--- config.mk ---
export PLATFORM = sky130hd
export DESIGN_NAME = glyph_frame_sequencer_flat
export DESIGN_NICKNAME = d
export VERILOG_FILES = /design/src/rtl/glyph_frame_sequencer_pkg.sv /design/src/rtl/glyph_frame_sequencer_if.sv /design/src/rtl/glyph_frame_sequencer_line_counter.sv /design/src/rtl/glyph_frame_sequencer.sv /design/src/flat_wrapper.sv
export SDC_FILE = /design/constraint.sdc
export NUM_CORES = 1
export LEC_CHECK = 0
export BUFFER_PORTS_ARGS = -buffer_cell sky130_fd_sc_hd__buf_2
export CORE_MARGIN = 2
export CORE_UTILIZATION = 29
export DETAILED_ROUTE_END_ITERATION = 10
export MAX_ROUTING_LAYER = met4
export PLACE_DENSITY = 0.56
export REMOVE_ABC_BUFFERS = 1
export SLEW_MARGIN = 10
export SYNTH_ARGS = -nofsm -noshare
export SYNTH_HDL_FRONTEND = slang
export SYNTH_HIERARCHICAL = 1
export SYNTH_SLANG_ARGS = --single-unit
--- constraint.sdc ---
create_clock -name clk -period 6.1 [get_ports clk]
set_input_delay 1.22 -clock clk [delete_from_list [all_inputs] [get_ports clk]]
set_output_delay 1.22 -clock clk [all_outputs]
set_load 0.01 [all_outputs]
--- src/rtl/glyph_frame_sequencer_pkg.sv ---
// Shared types and constants for the glyph frame sequencer.
// GLYPH_SEQ_LFSR_EN selects LFSR scrambling; otherwise the scramble seed is a plain counter.
package glyph_seq_pkg;

    typedef enum logic [1:0] {
        MODE_STATIC   = 2'd0,
        MODE_CYCLE    = 2'd1,
        MODE_SCRAMBLE = 2'd2,
        MODE_RSVD     = 2'd3
    } mode_e;

    localparam int CFG_MODE_LSB = 0;
    localparam int CFG_MODE_W   = 2;
    localparam int CFG_ARG_LSB  = 2;
    localparam int CFG_ARG_W    = 6;

    localparam int DEF_GLYPH_H   = 12;
    localparam int DEF_H_TOTAL   = 800;
    localparam int DEF_V_TOTAL   = 525;
    localparam int DEF_V_ACTIVE  = 480;
    localparam int DEF_PALETTE_N = 8;

`ifdef GLYPH_SEQ_LFSR_EN
    localparam logic [4:0] SCRAMBLE_SEED = 5'b00001;
`else
    localparam logic [4:0] SCRAMBLE_SEED = 5'b00000;
`endif

    function automatic logic [4:0] scramble_step(input logic [4:0] s);
`ifdef GLYPH_SEQ_LFSR_EN
        return {s[3:0], s[4] ^ s[2]};
`else
        return s + 5'd1;
`endif
    endfunction

endpackage

--- src/rtl/glyph_frame_sequencer_if.sv ---
// Valid/ready configuration port of the glyph frame sequencer.
interface glyph_frame_sequencer_if;
    logic       cfg_valid;
    logic [7:0] cfg_data;
    logic       cfg_ready;

    modport master (output cfg_valid, output cfg_data, input cfg_ready);
    modport slave  (input cfg_valid, input cfg_data, output cfg_ready);
endinterface

--- src/rtl/glyph_frame_sequencer_line_counter.sv ---
// Glyph row / line-within-glyph tracker, advanced once per line and cleared at the frame boundary.
module glyph_line_counter #(
    parameter int GLYPH_H  = 12,
    parameter int V_ACTIVE = 480
) (
    input  logic       clk,
    input  logic       rst_n,
    input  logic       i_line_end,
    input  logic       i_frame_end,
    input  logic [9:0] i_vpos,
    output logic [5:0] o_row_block,
    output logic [3:0] o_glyph_line
);
    logic [10:0] w_next_line;
    logic [5:0]  r_row_block;
    logic [3:0]  r_glyph_line;

    assign w_next_line = {1'b0, i_vpos} + 11'd1;

    // Counters freeze once the next line falls into vertical blanking.
    always_ff @(posedge clk) begin
        if (!rst_n) begin
            r_row_block  <= '0;
            r_glyph_line <= '0;
        end else if (i_frame_end) begin
            r_row_block  <= '0;
            r_glyph_line <= '0;
        end else if (i_line_end && (w_next_line < 11'(V_ACTIVE))) begin
            if (r_glyph_line == 4'(GLYPH_H - 1)) begin
                r_glyph_line <= '0;
                r_row_block  <= r_row_block + 6'd1;
            end else begin
                r_glyph_line <= r_glyph_line + 4'd1;
            end
        end
    end

    assign o_row_block  = r_row_block;
    assign o_glyph_line = r_glyph_line;
endmodule

--- src/rtl/glyph_frame_sequencer.sv ---
// Glyph-mode raster sequencer with per-frame palette/scramble animation.
// Optional macro GLYPH_SEQ_LFSR_EN: scramble steps through a 5-bit LFSR instead of a counter.
module glyph_frame_sequencer
    import glyph_seq_pkg::*;
#(
    parameter int GLYPH_H   = DEF_GLYPH_H,
    parameter int H_TOTAL   = DEF_H_TOTAL,
    parameter int V_TOTAL   = DEF_V_TOTAL,
    parameter int V_ACTIVE  = DEF_V_ACTIVE,
    parameter int PALETTE_N = DEF_PALETTE_N
) (
    input  logic                    clk,
    input  logic                    rst_n,
    input  logic [9:0]              hpos,
    input  logic [9:0]              vpos,
    glyph_frame_sequencer_if.slave  cfg,
    output logic [5:0]              row_block,
    output logic [3:0]              glyph_line,
    output logic [9:0]              frame_cnt,
    output logic [2:0]              palette_idx,
    output logic [4:0]              scramble
);
    localparam logic [2:0] PAL_MASK = 3'(PALETTE_N - 1);

    logic       w_line_end;
    logic       w_boundary;
    logic       w_cfg_ready;
    logic       w_xfer;

    mode_e      r_mode;
    logic [5:0] r_arg;
    logic [5:0] r_rate;
    logic       r_pending;
    logic [7:0] r_pend_data;
    logic [2:0] r_pal;
    logic [4:0] r_scr;
    logic [9:0] r_frame;

    mode_e      w_mode_eff;
    logic [5:0] w_arg_eff;
    logic [5:0] w_rate_eff;
    logic       w_rate_hit;
    mode_e      w_mode_nxt;
    logic [5:0] w_arg_nxt;
    logic [5:0] w_rate_nxt;
    logic [2:0] w_pal_nxt;
    logic [4:0] w_scr_nxt;

    assign w_line_end  = (hpos == 10'(H_TOTAL - 1));
    assign w_boundary  = w_line_end && (vpos == 10'(V_TOTAL - 1));
    assign w_cfg_ready = (vpos >= 10'(V_ACTIVE)) && !r_pending && !w_boundary;
    assign w_xfer      = cfg.cfg_valid && w_cfg_ready;
    assign cfg.cfg_ready = w_cfg_ready;

    glyph_line_counter #(
        .GLYPH_H  (GLYPH_H),
        .V_ACTIVE (V_ACTIVE)
    ) u_line_counter (
        .clk          (clk),
        .rst_n        (rst_n),
        .i_line_end   (w_line_end),
        .i_frame_end  (w_boundary),
        .i_vpos       (vpos),
        .o_row_block  (row_block),
        .o_glyph_line (glyph_line)
    );

    // A pending word takes effect at the boundary before that frame's animation step.
    always_comb begin
        w_mode_eff = r_pending ? mode_e'(r_pend_data[CFG_MODE_LSB +: CFG_MODE_W]) : r_mode;
        w_arg_eff  = r_pending ? r_pend_data[CFG_ARG_LSB +: CFG_ARG_W] : r_arg;
        w_rate_eff = r_pending ? 6'd0 : r_rate;
        w_rate_hit = (w_rate_eff == w_arg_eff);
        w_mode_nxt = r_mode;
        w_arg_nxt  = r_arg;
        w_rate_nxt = r_rate;
        w_pal_nxt  = r_pal;
        w_scr_nxt  = r_scr;
        if (w_boundary) begin
            w_mode_nxt = w_mode_eff;
            w_arg_nxt  = w_arg_eff;
            w_rate_nxt = w_rate_eff;
            case (w_mode_eff)
                MODE_CYCLE: begin
                    if (w_rate_hit) begin
                        w_pal_nxt  = (r_pal + 3'd1) & PAL_MASK;
                        w_rate_nxt = 6'd0;
                    end else begin
                        w_rate_nxt = w_rate_eff + 6'd1;
                    end
                end
                MODE_SCRAMBLE: begin
                    if (w_rate_hit) begin
                        w_scr_nxt  = scramble_step(r_scr);
                        w_rate_nxt = 6'd0;
                    end else begin
                        w_rate_nxt = w_rate_eff + 6'd1;
                    end
                end
                default: w_pal_nxt = w_arg_eff[2:0] & PAL_MASK;
            endcase
        end
    end

    always_ff @(posedge clk) begin
        if (!rst_n) begin
            r_mode      <= MODE_STATIC;
            r_arg       <= '0;
            r_rate      <= '0;
            r_pending   <= 1'b0;
            r_pend_data <= '0;
            r_pal       <= '0;
            r_scr       <= SCRAMBLE_SEED;
            r_frame     <= '0;
        end else begin
            r_mode <= w_mode_nxt;
            r_arg  <= w_arg_nxt;
            r_rate <= w_rate_nxt;
            r_pal  <= w_pal_nxt;
            r_scr  <= w_scr_nxt;
            if (w_boundary) begin
                r_pending <= 1'b0;
                r_frame   <= r_frame + 10'd1;
            end else if (w_xfer) begin
                r_pending   <= 1'b1;
                r_pend_data <= cfg.cfg_data;
            end
        end
    end

    assign frame_cnt   = r_frame;
    assign palette_idx = r_pal;
    assign scramble    = r_scr;
endmodule

--- src/flat_wrapper.sv ---
// flat-port wrapper written by rule: the top's interface ports become plain ports
module glyph_frame_sequencer_flat import glyph_seq_pkg::*;
#(
    parameter int GLYPH_H   = DEF_GLYPH_H,
    parameter int H_TOTAL   = DEF_H_TOTAL,
    parameter int V_TOTAL   = DEF_V_TOTAL,
    parameter int V_ACTIVE  = DEF_V_ACTIVE,
    parameter int PALETTE_N = DEF_PALETTE_N
)
  (clk, rst_n, hpos, vpos, row_block, glyph_line, frame_cnt, palette_idx, scramble, cfg_cfg_valid, cfg_cfg_data, cfg_cfg_ready);
  glyph_frame_sequencer_if cfg_i ();
  input  logic clk;
  input  logic rst_n;
  input  logic [9:0] hpos;
  input  logic [9:0] vpos;
  output logic [5:0] row_block;
  output logic [3:0] glyph_line;
  output logic [9:0] frame_cnt;
  output logic [2:0] palette_idx;
  output logic [4:0] scramble;
  input wire logic [$bits(cfg_i.cfg_valid)-1:0] cfg_cfg_valid;
  input wire logic [$bits(cfg_i.cfg_data)-1:0] cfg_cfg_data;
  output wire logic [$bits(cfg_i.cfg_ready)-1:0] cfg_cfg_ready;
  assign cfg_i.cfg_valid = cfg_cfg_valid;
  assign cfg_i.cfg_data = cfg_cfg_data;
  assign cfg_cfg_ready = cfg_i.cfg_ready;
  glyph_frame_sequencer #(.GLYPH_H(GLYPH_H), .H_TOTAL(H_TOTAL), .V_TOTAL(V_TOTAL), .V_ACTIVE(V_ACTIVE), .PALETTE_N(PALETTE_N)) u_core (.clk(clk), .rst_n(rst_n), .hpos(hpos), .vpos(vpos), .cfg(cfg_i), .row_block(row_block), .glyph_line(glyph_line), .frame_cnt(frame_cnt), .palette_idx(palette_idx), .scramble(scramble));
endmodule
Word level (Yosys, flattened, before mapping)
Index checks and enable logic that the tools add are counted.

operators by class
  reduce and logical (&&, ||, !) cells = 13
  equal/unequal tests = 7
  multiplexer cells = 8
  bitwise logic cells = 3
  add/sub/neg operators = 7
  order comparisons = 2

operator list
  operator                                                                       count
  6-bit two-way mux                                                              4
  10-bit == test, second input constant                                          2
  6-bit by 1-bit adder with 6-bit output, second input constant                  2
  10-bit by 1-bit adder with 11-bit output, second input constant                1
  11-bit by 9-bit less-than comparator with 1-bit output, second input constant  1
  10-bit by 1-bit adder with 10-bit output, second input constant                1
  10-bit by 9-bit >= comparator with 1-bit output, second input constant         1
  6-bit == test                                                                  1
  3-bit one-hot mux with 2 select lines                                          1
  3-bit AND reduction                                                            2
  5-bit by 1-bit adder with 5-bit output, second input constant                  1
  1-bit logical AND                                                              5
  4-bit by 1-bit adder with 4-bit output, second input constant                  1
  4-bit == test, second input constant                                           1
  4-bit two-way mux                                                              1
  2-bit AND reduction                                                            2
  2-bit OR reduction                                                             2
  3-bit by 1-bit adder with 3-bit output, second input constant                  1
  3-bit two-way mux                                                              1
  1-bit NOT                                                                      3
  2-bit by 1-bit == test with 1-bit output, second input constant                1
  2-bit == test, second input constant                                           1
  1-bit logical NOT                                                              2
  2-bit two-way mux                                                              1
  2-bit by 1-bit inequality test with 1-bit output, second input constant        1

word-level totals
  word-level logic and storage cells = 50
  bits in registers = 51
  output and inout bits = 29
  input port bits = 31

Depth between registers and ports, before layout
Gate-level depths: netlist of run 1.

  depth in word-level cells = 6
  mapped depth = 11
  mapped depth without buffers = 9

Modules after synthesis
The synthesis of run 1 kept the hierarchy.

modules (own cells, without submodules)
  module                 sequential area each (sq um)  cells each  area an instance (sq um)  times used
  glyph_frame_sequencer  820.8                         260         2154.6                    1
  glyph_line_counter     200.2                         64          549.3                     1

Worst setup path before layout of run 1
Ideal clock, no wire load.

  kind = input -> output
  start point = in hpos[5]
  end point = out cfg_cfg_ready
  path buffers = 0
  required time = 4.880 ns
  cell stages on the path = 4
  setup slack = 2.254 ns
  arrival = 2.626 ns
  path through = or4b_4 -> or4b_4 -> nor2_2 -> nor3_1

between the ends
  cells in the longest elaborated chain, start to end = 4

ends and longest elaborated chain
  what               line                         text
  from (decl)        flat_wrapper.sv:14           input logic [9:0] hpos;
  10-bit == test     glyph_frame_sequencer.sv:49  assign w_line_end = (hpos == 10'(H_TOTAL - 1));
  1-bit logical AND  glyph_frame_sequencer.sv:50  assign w_boundary = w_line_end && (vpos == 10'(V_TOTAL - 1));
  1-bit logical NOT  glyph_frame_sequencer.sv:51  assign w_cfg_ready = (vpos >= 10'(V_ACTIVE)) && !r_pending && !w_boundary;
  1-bit logical AND  glyph_frame_sequencer.sv:51
  to (decl)          flat_wrapper.sv:23           output wire logic [$bits(cfg_i.cfg_ready)-1:0] cfg_cfg_ready;

No other way between the ends.

Worst setup path after layout of run 1
Ends and elaborated chain as after synthesis.

==> results of run 1 <==
==> state kept, by name (all words and copies together) (netlist names) <==
| signal | cells |
|---|---|
| u_core/frame_cnt | 10 |
| u_core/palette_idx | 3 |
| u_core/r_arg | 6 |
| u_core/r_mode | 2 |
| u_core/r_pend_data | 8 |
| u_core/r_pending | 1 |
| u_core/r_rate | 6 |
| u_core/scramble | 5 |
| u_core/u_line_counter/o_glyph_line | 4 |
| u_core/u_line_counter/o_row_block | 6 |
==> power by group <==
part | switching (W) | internal, W
clock network | 0.000104 | 0.0000768
logic | 0.0000302 | 0.0000183
registers | 0.00000540 | 0.000336
total | 0.000139 | 0.000431
==> Yosys cell counts, drive strengths merged (4+ instances only) <==
master	count	area share
ha	8	0.037
or3	7	0.016
a211oi	4	0.011
nand2	32	0.044
inv	10	0.014
o21ai	22	0.041
nand4	15	0.037
clkbuf	7	0.0097
nand2b	8	0.019
nand3	19	0.039
buf	8	0.017
nor3	8	0.017
o31ai	4	0.011
dfxtp	51	0.38
or4	5	0.015
o21a	4	0.011
nor2	25	0.036
a21oi	15	0.028
nor2b	7	0.016
mux2i	10	0.037
xor2	7	0.023
==> final timing paths <==
kind | startpoint | end | slack (ns) | depth (start not counted)
hold / removal | u_core/r_pend_data[0] | u_core/r_pend_data[0] | 0.48 | 2
setup / recovery | hpos[5] | cfg_cfg_ready | 1.87 | 6
setup reg to reg | u_core/r_pending | u_core/scramble[4] | 3.34 | 6
hold reg to reg | u_core/r_pend_data[0] | u_core/r_pend_data[0] | 0.48 | 2
==> critical path, cell delays in order <==
cell,delay [ns]
buf_2,0.09
or4b_4,0.54
or4b_4,0.54
nor2_2,0.31
nor3_1,0.12
buf_2,0.19
==> routing by layer <==
layer	track usage	vias up	routed length, µm
li1	-	1295	-
met4	0.0274	0	37
met1	0.181	1228	3270
met3	0.0270	8	244
met2	0.234	61	3150
met5	-	-	0
==> final cells by class <==
| class | instances | area, µm² |
|---|---|---|
| Fill cell | 961 | 6010 |
| Multi-Input combinational cell | 247 | 1570 |
| Sequential cell | 51 | 1020 |
| Timing Repair Buffer | 60 | 303 |
| Tap cell | 111 | 139 |
| Clock buffer | 6 | 72.6 |
| Inverter | 11 | 41.3 |
==> through the flow <==
stage / utilization / setup slack (ns) / total power [W]
2_1_floorplan: - / 2.25 / 0.000373
3_3_place_gp: 0.336 / 1.92 / 0.000397
3_5_place_dp: 0.336 / 1.86 / 0.000398
4_1_cts: 0.344 / 1.86 / 0.000579
5_1_grt: 0.344 / 1.76 / 0.000598
6_report: 0.344 / 1.87 / 0.000570
==> kinds of logic after synthesis <==
family,Yosys count,synth area share
AO/OA/AOI/OAI,73,0.175
XOR/XNOR,10,0.0324
adder cells (fa/ha/maj),8,0.0370
buffers and inverters,26,0.0416
flip-flops,51,0.378
multiplexers,12,0.0454
AND/OR/NAND/NOR,144,0.291
==> impl_metrics.csv, run 1 <==
group,metric,value,unit
outcome,status,"finished, final reports clean",
timing,worst_slew_pin_slew,1.10,ns
worst_setup_path,end_kind,"output pin",
timing,fmax,236,MHz
grt,grt_use_total,0.141,
route,postRouteAntennaNets,0,
place,place_congestion,0.807,
logic_synthesis,ys_ff_latch,51,
clocking,htree_num_levels,2,
logic_synthesis,synth_cells,324,
route,drc_errors,0,
worst_setup_path,start_kind,"input pin",
clocking,ctsRootBufferMaster,"clkbuf_8",
worst_setup_path,worstSetupPathType,"in2out",
timing,skew,0.00416,ns
flow_run,maxCapViolCount,0,
logic_synthesis,yosysSeqAreaShare,0.378,
floorplan,start_util,0.295,
timing,setup-tns-final,0,ns
route,drt_iter0_drc,68,
route,viasPerCell,5.33,
logic_synthesis,ys_warn_count,6,
hold_path,worstHoldPathType,"reg2reg",
layout,layout_common_cells,"59 x buf_2, 51 x dfxtp_1, 32 x nand2_1",
clocking,clockBufferDepth,2,
logic_synthesis,yosysUniqueCellTypes,62,
floorplan,pin_count,60,
floorplan,die_h,101,µm
timing,fin_hold_ws,0.478,ns
place,hpwl,5020,µm
worst_setup_path,cp.arrival,3.01,ns
place,io_buffers,59,
timing,drv_slew,0,
layout,area_growth,16.4,%
power_and_ir_drop,leakage,1.28,nW
route,wirelength,6700,µm
floorplan,dieArea,10100,µm²
layout,final_cells,486,
layout,final_common_cell,"buf_2",
timing,rsz0062_at_grt,"false",
logic_synthesis,synthFlopType,"dfxtp_1",
clocking,cts_hold_buf,0,
clocking,tritoncts,"done",
grt,grt_max_degree,35,
place,dp_cells,480,
layout,insertedDiodeCount,0,
floorplan,die_w,101,µm
logic_synthesis,synth_edf_count,0,
place,place_area,3070,µm²
grt,grt_pass1_vias,2457,
logic_synthesis,synth_area,2700,µm²
route,vias,2592,
layout,stdcell_area,3150,µm²
timing,final.period_utilization,0.693,
grt,grt_pass1_wl,11400,µm
clocking,clkLatencyLatePin,0.29,ns
logic_synthesis,async_reset_ff_frac,0,
timing,relSlewSlack,0.259,
clocking,numCtsBuffers,5,
clocking,post-cts-setup-buffers,0,
power_and_ir_drop,vdd_ir_drop_max,0.0869,mV
worst_setup_path,crit_required,4.88,ns
timing,final_hold_viol_count,0,
route,first_pass_iters,4,
layout,nets,415,
route,wl_per_cell,13.8,µm
clocking,cts_resized,0,
logic_synthesis,synth.avg_cell_area,8.35,µm²
worst_setup_path,cp_max_fo,8,
clocking,cts_sinks,51,
power_and_ir_drop,powerDensity,181,nW/µm²
clocking,clkTransAtPathRegs,0.09,ns
timing,setup_viol,0,
floorplan,placeableCoreArea,9150,µm²
grt,overflow,0,
layout,drive_above_1_share,0.211,
floorplan,std_cell_rows,35,
timing,min_period,4.23,ns
grt,antenna_found_initial,0,
Note: power is estimated with default switching activity, not from simulation.
==> run 2: changes to the inputs <==
- ABC_AREA: not set -> 1
- clock period: 6.1 -> 4 ns (I/O delays scaled with it)
==> impl_metrics.csv, run 2 <==
group,metric,value,unit
layout,drive_above_1_share,0.207,
worst_setup_path,ff2ff_setup_slack,1.75,ns
clocking,clkTransAtPathRegs,0.10,ns
timing,min_period,2.69,ns
timing,relSlewSlack,0.532,
floorplan,std_cell_rows,36,
timing,final_hold_viol_count,0,
timing,rsz0062_at_grt,"false",
grt,grt_use_total,0.136,
route,wirelength,6960,µm
logic_synthesis,yosysSeqAreaShare,0.348,
hold_path,min-delay-start,"u_core/r_pend_data[7]",
clocking,post-cts-setup-buffers,0,
grt,overflow,0,
timing,skew,0.00983,ns
grt,grt_pass1_wl,12000,µm
route,drc_errors,0,
worst_setup_path,crit_required,3.20,ns
layout,nets,517,
logic_synthesis,synth_cells,420,
layout,layout_common_cells,"97 x nand2_1, 59 x buf_2, 55 x inv_1",
clocking,cts_resized,0,
worst_setup_path,end_kind,"output pin",
logic_synthesis,yosys.area.top_type_share,0.348,
logic_synthesis,yosys-top-cells-area,"dfxtp_1 35%, nand2_1 12%, inv_1 7.0%",
outcome,status,"finished, final reports clean",
logic_synthesis,synth_top_cells_by_count,"97 x nand2_1, 55 x inv_1, 51 x dfxtp_1",
logic_synthesis,yosysUniqueCellTypes,35,
power_and_ir_drop,powerDensity,278,nW/µm²
route,postRouteAntennaNets,0,
layout,filler_cell_count,1061,
worst_setup_path,cp_max_fo,7,
power_and_ir_drop,vdd_ir_drop_max,0.128,mV
route,wl_per_cell,11.4,µm
worst_setup_path,crit_family,"simple AND/OR/NAND/NOR gates",
logic_synthesis,synth.avg_cell_area,6.98,µm²
layout,area_growth,16.7,%
place,io_buffers,59,
worst_setup_path,worstSetupPathType,"in2out",
clocking,clkLatencyLatePin,0.30,ns
clocking,tritoncts,"done",
logic_synthesis,ys_ff_latch,51,
layout,stdcell_area,3420,µm²
floorplan,die_w,105,µm
logic_synthesis,synth_most_common_cell,"nand2_1",
timing,worst_slew_pin_slew,0.697,ns
layout,insertedDiodeCount,0,
clocking,ctsRootBufferMaster,"clkbuf_8",
worst_setup_path,worstReg2RegStart,"u_core/r_pending",
timing,setup-tns-final,0,ns
floorplan,placeableCoreArea,9770,µm²
floorplan,pin_count,60,
worst_setup_path,crit_slowest_cell,"nor2_1",
flow_run,maxCapViolCount,0,
grt,antenna_found_initial,0,
timing,drv_slew,0,
floorplan,dieArea,10900,µm²
grt,grt_use_met2,0.229,
logic_synthesis,synthFlopType,"dfxtp_1",
route,drt_iter0_drc,126,
grt,grt_use_met1,0.168,
route,vias,2798,
place,hpwl,5270,µm
worst_setup_path,crit_start,"vpos[1]",
layout,final_common_cell,"nand2_1",
logic_synthesis,ys_warn_count,6,
grt,grt_use_met3,0.0250,
layout,largest_reg_flops,10,
worst_setup_path,cp.arrival,1.89,ns
worst_setup_path,critPathMaxStageDelay,0.39,ns
clocking,numCtsBuffers,5,
worst_setup_path,critPathBufInv,2,
grt,busiest_layer,"met2",
logic_synthesis,synth_edf_count,0,
logic_synthesis,yosysTopAreaCell,"dfxtp_1",
route,viasPerCell,4.57,
floorplan,die_h,105,µm
timing,final.period_utilization,0.673,
route,first_pass_iters,4,
clocking,clockBufferDepth,2,
logic_synthesis,synth_area,2930,µm²
clocking,htree_num_levels,2,
timing,setup_viol,0,
clocking,cts_sinks,51,
logic_synthesis,async_reset_ff_frac,0,
worst_setup_path,path_cells,"buf_2, nor3_1, nand4_1, nor2_1, nor3_1, buf_2",
timing,fmax,371,MHz
grt,grt_pass1_vias,2616,
floorplan,start_util,0.300,
place,place_congestion,0.860,
grt,grt_max_degree,19,
clocking,cts_hold_buf,0,
hold_path,worstHoldPathType,"reg2reg",
place,place_area,3330,µm²
worst_setup_path,start_kind,"input pin",
power_and_ir_drop,leakage,1.54,nW
[run 2: changes by cell type in the layout (fill, tap and decap cells not counted), moves of 7 or more]
cell,delta
nor2b_1,-7
nand2_1,+65
o21ai_0,+7
a21oi_1,+14
mux2i_1,-9
nand2b_1,-8
nand3_1,+17
or3_1,-7
inv_1,+45
nand2_2,+15
[run 2: stage by stage]
step                       util  hold slack, ns  std cells  total power [W]  worst slack (ns)
after global placement    0.341           0.435        604         0.000644              1.30
after CTS                 0.350           0.461        612         0.000970              1.27
after global routing      0.350           0.485        612          0.00101              1.13
final                     0.350           0.457        612         0.000951              1.31
after floorplan               -           0.423        412         0.000606              1.70
after detailed placement  0.341           0.444        604         0.000646              1.28
[run 2: layer usage]
| metal | vias up | wire length [µm] |
|---|---|---|
| li1 | 1475 | - |
| met1 | 1249 | 3260 |
| met2 | 68 | 3300 |
| met3 | 6 | 348 |
| met4 | 0 | 53 |
| met5 | - | 0 |
[run 2: worst min-delay path: stages (launching register included)]
cell and delay [ns]:
dfxtp_1 0.31, inv_1 0.06, a21oi_1 0.05
[run 2: power by group]
group / total [W] / internal, W / switching (W) / leakage (nW)
registers: 0.000519 / 0.000514 / 0.00000447 / 0.412
clock network: 0.000319 / 0.000142 / 0.000176 / 0.0484
logic: 0.000114 / 0.0000393 / 0.0000749 / 1.08
[run 2: path summary, 6_finish.rpt]
check                               end  cells after the start
hold / removal    u_core/r_pend_data[7]                      2
setup / recovery          cfg_cfg_ready                      6
hold reg to reg   u_core/r_pend_data[7]                      2
setup reg to reg     u_core/scramble[2]                      8
[run 2: kinds of logic (layout without fill, tap and decap cells)]
group	after synthesis	after routing	synth area share
compound gates	62	62	0.110
xor+xnor	16	16	0.0478
fa+ha+maj	8	8	0.0341
buf+inv	67	126	0.0981
flops	51	51	0.348
mux	1	1	0.00341
simple gates	215	215	0.359
[run 2: cell type report]
class	instances	area, µm²	area share
clock buffer	7	86.3	0.0252
clock inverter	1	8.76	0.00256
inverter	59	221	0.0647
sequential	51	1020	0.298
tap	133	166	0.0486
multi-input combinational	302	1620	0.474
timing repair buffer	59	295	0.0863
==> run 3: changes to the inputs <==
- PLACE_DENSITY: 0.56 -> 0.57
- clock period: 4 -> 2.3 ns (I/O delays scaled with it)
==> impl_metrics.csv, run 3 (synthesized netlist as in run 2, its figures left out) <==
group,metric,value,unit
grt,grt_use_total,0.135,
clocking,cts_hold_buf,0,
layout,largest_reg_flops,10,
route,postRouteAntennaNets,0,
worst_setup_path,cp.arrival,2.24,ns
clocking,numCtsBuffers,5,
timing,setup_viol,0,
route,wirelength,7000,µm
floorplan,die_h,105,µm
worst_setup_path,start_kind,"flip-flop",
clocking,tritoncts,"done",
hold_path,hold_path_depth,3,
route,drc_errors,0,
flow_run,maxCapViolCount,0,
layout,nets,522,
floorplan,dieArea,10900,µm²
worst_setup_path,cp_max_fo,13,
worst_setup_path,critPathBufInv,2,
clocking,clkTransAtPathRegs,0.09,ns
timing,worst_slew_pin_slew,0.397,ns
route,met2WireLength,3280,µm
layout,filler_cell_count,1042,
floorplan,std_cell_rows,36,
place,place_area,3370,µm²
layout,layout_common_cells,"97 x nand2_1, 59 x buf_2, 55 x inv_1",
layout,insertedDiodeCount,0,
timing,setup-tns-final,0,ns
power_and_ir_drop,powerDensity,482,nW/µm²
place,io_buffers,59,
clocking,ctsRootBufferMaster,"clkbuf_8",
power_and_ir_drop,power.total,0.00167,W
route,wl_per_cell,11.3,µm
timing,skew,0.00496,ns
worst_setup_path,end_kind,"flip-flop",
layout,final_common_cell,"nand2_1",
clocking,cts_sinks,51,
route,wl_met1,3280,µm
route,first_pass_iters,4,
place,hpwl,5450,µm
timing,layout_setup_ws,0.256,ns
route,viasPerCell,4.55,
grt,grt_max_degree,18,
grt,overflow,0,
place,post-place-ws,0.256,ns
layout,post-route-util,0.355,
timing,fmax,489,MHz
layout,drive_above_1_share,0.217,
timing,relSlewSlack,0.735,
grt,grt_pass1_wl,12000,µm
route,highest_layer,"met4",
floorplan,pin_count,60,
hold_path,worstHoldPathType,"in2reg",
grt,antenna_found_initial,0,
place,place_congestion,0.871,
worst_setup_path,worstSetupPathType,"reg2reg",
clocking,post-cts-setup-buffers,0,
timing,min_period,2.04,ns
route,met3_length,361,µm
worst_setup_path,path_depth,9,
floorplan,placeableCoreArea,9770,µm²
floorplan,die_w,105,µm
worst_setup_path,crit_family,"flip-flops",
worst_setup_path,critPathMaxStageDelay,0.57,ns
worst_setup_path,reg2regPathDepth,9,
power_and_ir_drop,vdd_ir_drop_max,0.260,mV
timing,final_hold_viol_count,0,
grt,grt_pass1_vias,2638,
layout,area_growth,18.3,%
power_and_ir_drop,leakage,1.57,nW
clocking,htree_num_levels,2,
layout,stdcell_area,3470,µm²
timing,drv_slew,0,
timing,rsz0062_at_grt,"false",
route,drt_iter0_drc,174,
route,vias,2805,
clocking,clockBufferDepth,2,
worst_setup_path,path_cells,"nand2_1, o21ai_0, inv_1, ha_1, inv_1, nand4_1, nor3_1, xor2_1, o21ai_0",
clocking,cts_resized,0,
timing,final.period_utilization,0.889,
clocking,clkLatencyLatePin,0.30,ns
outcome,status,"finished, final reports clean",
worst_setup_path,crit_slowest_cell,"dfxtp_1",
floorplan,start_util,0.300,
worst_setup_path,crit_required,2.49,ns
[run 3: final cells by class]
cell class                      count  area (µm²)  share of cell area
Inverter                           59         221              0.0638
Timing Repair Buffer               64         333              0.0959
Clock inverter                      1        7.51             0.00216
Tap cell                          133         166              0.0480
Multi-Input combinational cell    302        1620               0.468
Clock buffer                        7        96.3              0.0278
Sequential cell                    51        1020               0.294
[run 3: stage by stage]
stage	std cells	hold slack, ns
2_1_floorplan	412	0.423
6_report	617	0.432
3_5_place_dp	609	0.448
5_1_grt	617	0.456
3_3_place_gp	609	0.442
4_1_cts	617	0.430
[run 3: routing by layer]
| layer | global-route usage | vias up |
|---|---|---|
| li1 | - | 1488 |
| met1 | 0.163 | 1242 |
| met2 | 0.232 | 68 |
| met3 | 0.0231 | 7 |
| met4 | 0.0347 | 0 |
| met5 | - | - |
[run 3: report_power, final]
part / leakage (nW) / internal, W / switching, W / total (W)
clock: 0.0505 / 0.000274 / 0.000295 / 0.000569
combinational: 1.11 / 0.0000708 / 0.000132 / 0.000202
sequential: 0.412 / 0.000894 / 0.00000675 / 0.000901
total: 1.57 / 0.00124 / 0.000434 / 0.00167
[run 3: path summary, 6_finish.rpt]
kind | start | endpoint | slack [ns]
max | u_core/r_pending | u_core/r_rate[5] | 0.26
min | cfg_cfg_data[2] | u_core/r_pend_data[2] | 0.43
max reg2reg | u_core/r_pending | u_core/r_rate[5] | 0.26
min reg2reg | u_core/r_pend_data[7] | u_core/r_pend_data[7] | 0.46
[run 3: worst min-delay path: cells and delay by family]
kind | cells | cell delay, ns
AOI/OAI and AO/OA | 2 | 0.17
buffers and inverters | 1 | 0.07
